--- src/rtl/spi_byte_responder_if.sv ---
// Pin and stream bundle for spi_byte_responder: SPI pins toward the board header,
// ready/valid byte stream plus status pulses toward the register file.
interface spi_byte_responder_if #(
    parameter int DATA_WIDTH = 8
);
    logic                  cs;
    logic                  sck;
    logic                  mosi;
    logic                  miso;
    logic [DATA_WIDTH-1:0] data;
    logic                  valid;
    logic                  ready;
    logic                  busy;
    logic                  frame_err;
    logic                  overrun;

    modport slave (
        input  cs, sck, mosi, ready,
        output miso, data, valid, busy, frame_err, overrun
    );

    modport master (
        output cs, sck, mosi, ready,
        input  miso, data, valid, busy, frame_err, overrun
    );
endinterface

--- src/rtl/spi_byte_responder.sv ---
// SPI mode-0 responder: oversamples cs/sck/mosi in the clk domain, delivers each
// complete frame on ready/valid and echoes the previously received byte on miso.
module spi_byte_responder #(
    parameter int                    DATA_WIDTH   = 8,
    parameter int                    SYNC_STAGES  = 2,
    parameter logic [DATA_WIDTH-1:0] TX_RESET_VAL = '0
) (
    input logic                 clk,
    input logic                 reset_n,
    spi_byte_responder_if.slave bus
);
    localparam int               CNT_W    = $clog2(DATA_WIDTH + 2);
    localparam logic [CNT_W-1:0] CNT_FULL = CNT_W'(DATA_WIDTH);
    localparam logic [CNT_W-1:0] CNT_SAT  = CNT_W'(DATA_WIDTH + 1);

    typedef enum logic {IDLE, SHIFT} state_e;

    state_e                 state_q, state_d;
    logic [SYNC_STAGES-1:0] cs_sync_q, cs_sync_d;
    logic [SYNC_STAGES-1:0] sck_sync_q, sck_sync_d;
    logic [SYNC_STAGES-1:0] mosi_sync_q, mosi_sync_d;
    logic [SYNC_STAGES-1:0] fill_q, fill_d;
    logic                   cs_prev_q, cs_prev_d;
    logic                   sck_prev_q, sck_prev_d;
    logic                   armed_q, armed_d;
    logic [CNT_W-1:0]       bit_cnt_q, bit_cnt_d;
    logic [DATA_WIDTH-1:0]  rx_sr_q, rx_sr_d;
    logic [DATA_WIDTH-1:0]  tx_sr_q, tx_sr_d;
    logic [DATA_WIDTH-1:0]  echo_q, echo_d;
    logic [DATA_WIDTH-1:0]  data_q, data_d;
    logic                   valid_q, valid_d;
    logic                   miso_q, miso_d;
    logic                   frame_err_q, frame_err_d;
    logic                   overrun_q, overrun_d;

    logic cs_s, sck_s, mosi_s;
    logic cs_fall, cs_rise, sck_rise, sck_fall;

    assign cs_s     = cs_sync_q[SYNC_STAGES-1];
    assign sck_s    = sck_sync_q[SYNC_STAGES-1];
    assign mosi_s   = mosi_sync_q[SYNC_STAGES-1];
    assign cs_fall  = cs_prev_q & ~cs_s;
    assign cs_rise  = ~cs_prev_q & cs_s;
    assign sck_rise = ~sck_prev_q & sck_s & ~cs_s;
    assign sck_fall = sck_prev_q & ~sck_s & ~cs_s;

    // The synchronizers come out of reset holding idle levels, so armed only trusts
    // cs once fill_q shows the last stage carries a real pin sample.
    always_comb begin
        cs_sync_d   = {cs_sync_q[SYNC_STAGES-2:0], bus.cs};
        sck_sync_d  = {sck_sync_q[SYNC_STAGES-2:0], bus.sck};
        mosi_sync_d = {mosi_sync_q[SYNC_STAGES-2:0], bus.mosi};
        fill_d      = {fill_q[SYNC_STAGES-2:0], 1'b1};
        cs_prev_d   = cs_s;
        sck_prev_d  = sck_s;
        armed_d     = armed_q | (fill_q[SYNC_STAGES-1] & cs_s);
    end

    always_ff @(posedge clk or negedge reset_n) begin
        if (!reset_n) state_q <= IDLE;
        else          state_q <= state_d;
    end

    always_comb begin
        state_d = state_q;
        case (state_q)
            IDLE:    if (cs_fall && armed_q) state_d = SHIFT;
            SHIFT:   if (cs_rise)            state_d = IDLE;
            default: state_d = IDLE;
        endcase
    end

    always_comb begin
        bit_cnt_d   = bit_cnt_q;
        rx_sr_d     = rx_sr_q;
        tx_sr_d     = tx_sr_q;
        echo_d      = echo_q;
        data_d      = data_q;
        valid_d     = valid_q & ~bus.ready;
        miso_d      = miso_q;
        frame_err_d = 1'b0;
        overrun_d   = 1'b0;
        case (state_q)
            IDLE: begin
                miso_d = 1'b0;
                if (cs_fall && armed_q) begin
                    bit_cnt_d = '0;
                    tx_sr_d   = echo_q;
                    miso_d    = echo_q[DATA_WIDTH-1];
                end
            end
            SHIFT: begin
                if (cs_rise) begin
                    miso_d = 1'b0;
                    if (bit_cnt_q != CNT_FULL) begin
                        frame_err_d = 1'b1;
                    end else if (!valid_q || bus.ready) begin
                        data_d  = rx_sr_q;
                        echo_d  = rx_sr_q;
                        valid_d = 1'b1;
                    end else begin
                        overrun_d = 1'b1;
                    end
                end else begin
                    if (sck_rise) begin
                        rx_sr_d = {rx_sr_q[DATA_WIDTH-2:0], mosi_s};
                        if (bit_cnt_q != CNT_SAT) bit_cnt_d = bit_cnt_q + 1'b1;
                    end
                    // Zeros shift in behind the echo byte, so bits past the end read 0.
                    if (sck_fall) begin
                        tx_sr_d = {tx_sr_q[DATA_WIDTH-2:0], 1'b0};
                        miso_d  = tx_sr_q[DATA_WIDTH-2];
                    end
                end
            end
            default: miso_d = 1'b0;
        endcase
    end

    always_ff @(posedge clk or negedge reset_n) begin
        if (!reset_n) begin
            cs_sync_q   <= '1;
            sck_sync_q  <= '0;
            mosi_sync_q <= '0;
            fill_q      <= '0;
            cs_prev_q   <= 1'b1;
            sck_prev_q  <= 1'b0;
            armed_q     <= 1'b0;
            bit_cnt_q   <= '0;
            rx_sr_q     <= '0;
            tx_sr_q     <= '0;
            echo_q      <= TX_RESET_VAL;
            data_q      <= '0;
            valid_q     <= 1'b0;
            miso_q      <= 1'b0;
            frame_err_q <= 1'b0;
            overrun_q   <= 1'b0;
        end else begin
            cs_sync_q   <= cs_sync_d;
            sck_sync_q  <= sck_sync_d;
            mosi_sync_q <= mosi_sync_d;
            fill_q      <= fill_d;
            cs_prev_q   <= cs_prev_d;
            sck_prev_q  <= sck_prev_d;
            armed_q     <= armed_d;
            bit_cnt_q   <= bit_cnt_d;
            rx_sr_q     <= rx_sr_d;
            tx_sr_q     <= tx_sr_d;
            echo_q      <= echo_d;
            data_q      <= data_d;
            valid_q     <= valid_d;
            miso_q      <= miso_d;
            frame_err_q <= frame_err_d;
            overrun_q   <= overrun_d;
        end
    end

    assign bus.miso      = miso_q;
    assign bus.data      = data_q;
    assign bus.valid     = valid_q;
    assign bus.busy      = ~cs_s;
    assign bus.frame_err = frame_err_q;
    assign bus.overrun   = overrun_q;
endmodule

--- src/flat_wrapper.sv ---
// flat-port wrapper written by rule: the top's interface ports become plain ports
module spi_byte_responder_flat 
#(
    parameter int                    DATA_WIDTH   = 8,
    parameter int                    SYNC_STAGES  = 2,
    parameter logic [DATA_WIDTH-1:0] TX_RESET_VAL = '0
)
  (clk, reset_n, bus_cs, bus_sck, bus_mosi, bus_ready, bus_miso, bus_data, bus_valid, bus_busy, bus_frame_err, bus_overrun);
  spi_byte_responder_if #(.DATA_WIDTH(DATA_WIDTH)) bus_i ();
  input logic clk;
  input logic reset_n;
  input wire logic [$bits(bus_i.cs)-1:0] bus_cs;
  input wire logic [$bits(bus_i.sck)-1:0] bus_sck;
  input wire logic [$bits(bus_i.mosi)-1:0] bus_mosi;
  input wire logic [$bits(bus_i.ready)-1:0] bus_ready;
  output wire logic [$bits(bus_i.miso)-1:0] bus_miso;
  output wire logic [$bits(bus_i.data)-1:0] bus_data;
  output wire logic [$bits(bus_i.valid)-1:0] bus_valid;
  output wire logic [$bits(bus_i.busy)-1:0] bus_busy;
  output wire logic [$bits(bus_i.frame_err)-1:0] bus_frame_err;
  output wire logic [$bits(bus_i.overrun)-1:0] bus_overrun;
  assign bus_i.cs = bus_cs;
  assign bus_i.sck = bus_sck;
  assign bus_i.mosi = bus_mosi;
  assign bus_i.ready = bus_ready;
  assign bus_miso = bus_i.miso;
  assign bus_data = bus_i.data;
  assign bus_valid = bus_i.valid;
  assign bus_busy = bus_i.busy;
  assign bus_frame_err = bus_i.frame_err;
  assign bus_overrun = bus_i.overrun;
  spi_byte_responder #(.DATA_WIDTH(DATA_WIDTH), .SYNC_STAGES(SYNC_STAGES), .TX_RESET_VAL(TX_RESET_VAL)) u_core (.clk(clk), .reset_n(reset_n), .bus(bus_i));
endmodule
--- config.mk ---
export PLATFORM = sky130hd
export DESIGN_NAME = spi_byte_responder_flat
export DESIGN_NICKNAME = d
export VERILOG_FILES = /design/src/rtl/spi_byte_responder_if.sv /design/src/rtl/spi_byte_responder.sv /design/src/flat_wrapper.sv
export SDC_FILE = /design/constraint.sdc
export NUM_CORES = 1
export LEC_CHECK = 0
export BUFFER_PORTS_ARGS = -buffer_cell sky130_fd_sc_hd__buf_2
export CELL_PAD_IN_SITES_DETAIL_PLACEMENT = 1
export CELL_PAD_IN_SITES_GLOBAL_PLACEMENT = 2
export CORE_UTILIZATION = 36
export CTS_CLUSTER_DIAMETER = 30
export DETAILED_ROUTE_END_ITERATION = 12
export MAX_ROUTING_LAYER = met4
export PLACE_DENSITY_LB_ADDON = 0.08
export SETUP_SLACK_MARGIN = 0.3
export SYNTH_ARGS = -nofsm -noshare
export SYNTH_HDL_FRONTEND = slang
export SYNTH_SLANG_ARGS = --single-unit
--- constraint.sdc ---
create_clock -name clk -period 1.95 [get_ports clk]
set_clock_uncertainty 0.05 [all_clocks]
set_input_delay 0 -clock clk [delete_from_list [all_inputs] [get_ports clk]]
set_output_delay 0 -clock clk [all_outputs]
set_load 0.03 [all_outputs]
Word-level counts from Yosys, hierarchy flattened
Cells that the tools add are included.

storage, ports and cells
  output and inout port bits = 13
  register bits after elaboration = 43

operators by class
  add/subtract/negate cells = 1
  bitwise operators = 17
  equal/unequal tests = 8
  muxes and demuxes = 27
  reduce and logical (&&, ||, !) cells = 7

operator list
  cell                                           count
  two-way mux 7 bit                              3
  two-way mux 1 bit                              16
  two-way mux 4 bit                              4
  one-hot mux 7 bit (2 select lines)             1
  AND 1 bit                                      8
  != test 2 bit, second input constant           4
  != test 4 bit, second input constant           2
  inverter 1 bit                                 8
  one-hot mux 4 bit (2 select lines)             1
  AND reduction 4 bit                            2
  AND reduction 3 bit                            2
  adder 4 x 1 -> 4 bit, second input constant    1
  one-hot mux 1 bit (2 select lines)             2
  != test 3 bit, second input constant           1
  != test 2 x 1 -> 1 bit, second input constant  1
  logical AND 1 bit                              1
  logical NOT 1 bit                              1
  logical OR 1 bit                               1
  bitwise OR 1 bit                               1

Depth between registers and ports, before layout
  word-level depth = 6
  gate-level depth with buffers = 7
  mapped depth without buffers = 6

Worst setup path before layout
Ideal clock, no wire load.

  kind = reg2reg
  start = reg u_core.bit_cnt_q[1]
  end = reg u_core.echo_q[0]
  buffers on the path = 1
  arrival = 1.718 ns
  setup time = 0.125 ns
  setup slack = 0.057 ns
  stages on the path, launching flop included = 8
  period minus slack after synthesis = 1.893 ns
  path through = dfrtp_1 inv_1 ha_1 and3b_1 or3b_1 nor2b_2 buf_6 mux2_4

on the way
  longest elaborated chain between the ends = 3

ends and longest elaborated chain
  what                           RTL line                   text
  from (decl)                    spi_byte_responder.sv:26   logic [CNT_W-1:0] bit_cnt_q, bit_cnt_d;
  from (signal assigned)         spi_byte_responder.sv:146  bit_cnt_q <= bit_cnt_d;
  != test 4 bit                  spi_byte_responder.sv:95   if (bit_cnt_q != CNT_FULL) begin
  inverter 1 bit (no line)       --
  AND reduction 4 bit (no line)  --
  to (signal assigned)           spi_byte_responder.sv:149  echo_q <= echo_d;
  to (decl)                      spi_byte_responder.sv:29   logic [DATA_WIDTH-1:0] echo_q, echo_d;

Every way passes these cells.
A chain may end at the register's enable or synchronous reset.

Worst setup path after layout
  start = reg u_core.bit_cnt_q[0]
  end = reg u_core.echo_q[2]

The elaborated chain is that of the path after synthesis.

==> out/qor.yml <==
boundaryPins: 19
antenna_found_initial: 0
max-vdd-ir-drop_mv: 0.374
ys.flop_type: "dfrtp_1"
hold_violations: 0
grt_pass1_wl_um: 6270
max_freq_ghz: 0.518
powerDensity_nw_per_um2: 953
synth_common_cells: "dfrtp_1 (40), a21oi_1 (9), mux2_2 (8), mux2_4 (8)"
drt_iter0_markers: 54
seq_area_frac_synth_pct: 61.8
r2r_end: "u_core.echo_q[2]"
grt_max_degree: 23
synthCells: 129
startpoint: "u_core.bit_cnt_q[0]"
area_growth_pct: 28.6
synth_area_um2: 1750
drc: 0
cts_sinks: 43
vias_per_cell: 5.12
port_buffers: 18
gp_congestion: 0.787
ys_ff_latch: 43
die-area_um2: 5130
setup_tns_ns: 0
worstSetupPathType: "register to register"
p_total_uw: 2140
overflow: 0
dp_hpwl_um: 2630
r2r.worst_path.cells: 7
nNetsFinal: 183
crit_path_start_kind: "register"
outcome: "complete, no violations"
syn_avg_cell_area_um2: 13.5
insertion_delay_ns: 0.30
maxCapViolations: 0
setup_viol: 0
initial_core_util_pct: 38.8
cts_inserted_buffers: 5
r2r_slack_ns: 0.02
fin_crit_ns: 1.93
vias: 1163
syn-num-nets: 138
coreArea_um2: 4500
grt_pass1_vias: 1255
yosysMostFrequentCell: "dfrtp_1"
chipWidth_um: 71.7
htree_levels: 2
arrival_ns: 2.06
die_h_um: 71.7
synth_edf_count: 0
drv_slew: 0
synth_cell_type_count: 38
critPathCaptureType: "register"
fillCellCount: 488
routedWlPerCell_um: 16.7
r2r-start: "u_core.bit_cnt_q[0]"
cts-root-buf: "clkbuf_8"
path_clk_slew_ns: 0.09
antenna_left: 0
total_leakage_power_uw: 0.00110
cts_tree: "done"
cts_max_path_buffers: 2
wirelength_um: 3780
yosysTopAreaCell: "dfrtp_1"
cp_max_fo: 8
fin_util_pct: 49.9
num_rows: 24
rsz0062_at_grt: "yes"
diodes: 0
synthTopCellsByArea: "dfrtp_1 (57%), mux2_4 (6.9%), mux2_2 (5.2%)"
synth_top_area_share_pct: 57.3
layout-drive-gt1-share_pct: 44.0
hold_class: "primary input to async pin"
holdWs_ns: 0.0557
cp.required_ns: 2.08
synth-async-reset-ratio_pct: 100
timing.final.crit_share_pct: 98.9
first_pass_iters: 4
yosys_warnings: 0
grt_usage_pct: 16.9
## critical path, stage by stage, from the launching register on
cell,delay (ns)
dfrtp_1,0.39
inv_2,0.07
ha_1,0.14
and3b_1,0.17
or3b_4,0.41
nor2b_4,0.15
buf_12,0.14
mux2_4,0.29
## metrics by stage
step / area [um^2] / setup WS [ns] / cells
2_1_floorplan: 1750 / 0.0856 / 129
3_3_place_gp: 1990 / 0.0548 / 208
3_5_place_dp: 1990 / -0.00322 / 208
4_1_cts: 2200 / 0.0435 / 224
5_1_grt: 2250 / -0.0394 / 227
6_report: 2250 / 0.0209 / 227
## power breakdown
part	switching, uW	internal, uW
logic	157	158
registers	80.3	1000
clock network	318	421
## layout by cell type (no fill, tap or decap), drive strengths merged, types with 2 or more instances in the layout
cell and instances:
a21oi 9, and2 2, and3b 2, buf 37
clkbuf 6, dfrtp 40, dfstp 3, dlygate4sd3 5
ha 3, inv 6, mux2 16, mux2i 7
nand2 3, nand2b 2, nand3 3, nand3b 3
nor2 7, nor2b 2, nor3b 2, o21ai 3
## routing by layer
layer  wire [um]  GRT usage, %
met1        1850          22.3
met2        1730          24.8
met3         136          4.50
met4          68          6.54
met5           0             -
## what timing repair did
action	in CTS	in global routing
hold buffers	5	0
endpoints found under the setup margin	18	15
resized for setup	6	7
setup buffers	3	3
hold endpoints to repair	46	0
## worst max path at each step
| stage | end | slack, ns | depth (start not counted) |
|---|---|---|---|
| 6_report | u_core.echo_q[2] | 0.02 | 7 |
| 5_1_grt | u_core.echo_q[5] | -0.04 | 7 |
| 4_1_cts | u_core.echo_q[2] | 0.04 | 7 |
| 3_5_place_dp | u_core.echo_q[2] | -0.003 | 7 |
| 3_3_place_gp | u_core.echo_q[2] | 0.05 | 7 |
| 2_1_floorplan | u_core.echo_q[0] | 0.09 | 7 |
## cell families (layout without fill, tap and decap cells)
family | count (synthesis) | count (layout) | share of synthesized area, %
compound gates | 20 | 20 | 6.95
fa+ha+maj | 3 | 3 | 2.15
buf+inv | 9 | 55 | 2.65
flops | 43 | 43 | 61.8
mux | 23 | 23 | 16.0
other cells | 1 | 1 | 0.215
simple gates | 30 | 30 | 10.2
## sequential cells by signal, indices dropped and copies added (netlist names), 2 cells and up
name	flops
u_core.echo_q	8
u_core.rx_sr_q	8
u_core.tx_sr_q	7
u_core.bit_cnt_q	4
u_core.cs_sync_q	2
u_core.fill_q	2
u_core.mosi_sync_q	2
u_core.sck_sync_q	2
## final cells by class
type | instances | area (um^2) | share of cell area (%)
tap | 52 | 65.1 | 2.90
timing repair buffer | 42 | 303 | 13.5
inverter | 5 | 18.8 | 0.836
multi-input combinational | 77 | 658 | 29.3
sequential | 43 | 1080 | 48.1
clock buffer | 6 | 82.6 | 3.68
clock inverter | 2 | 38.8 | 1.73
(Power assumes the default switching activity.)
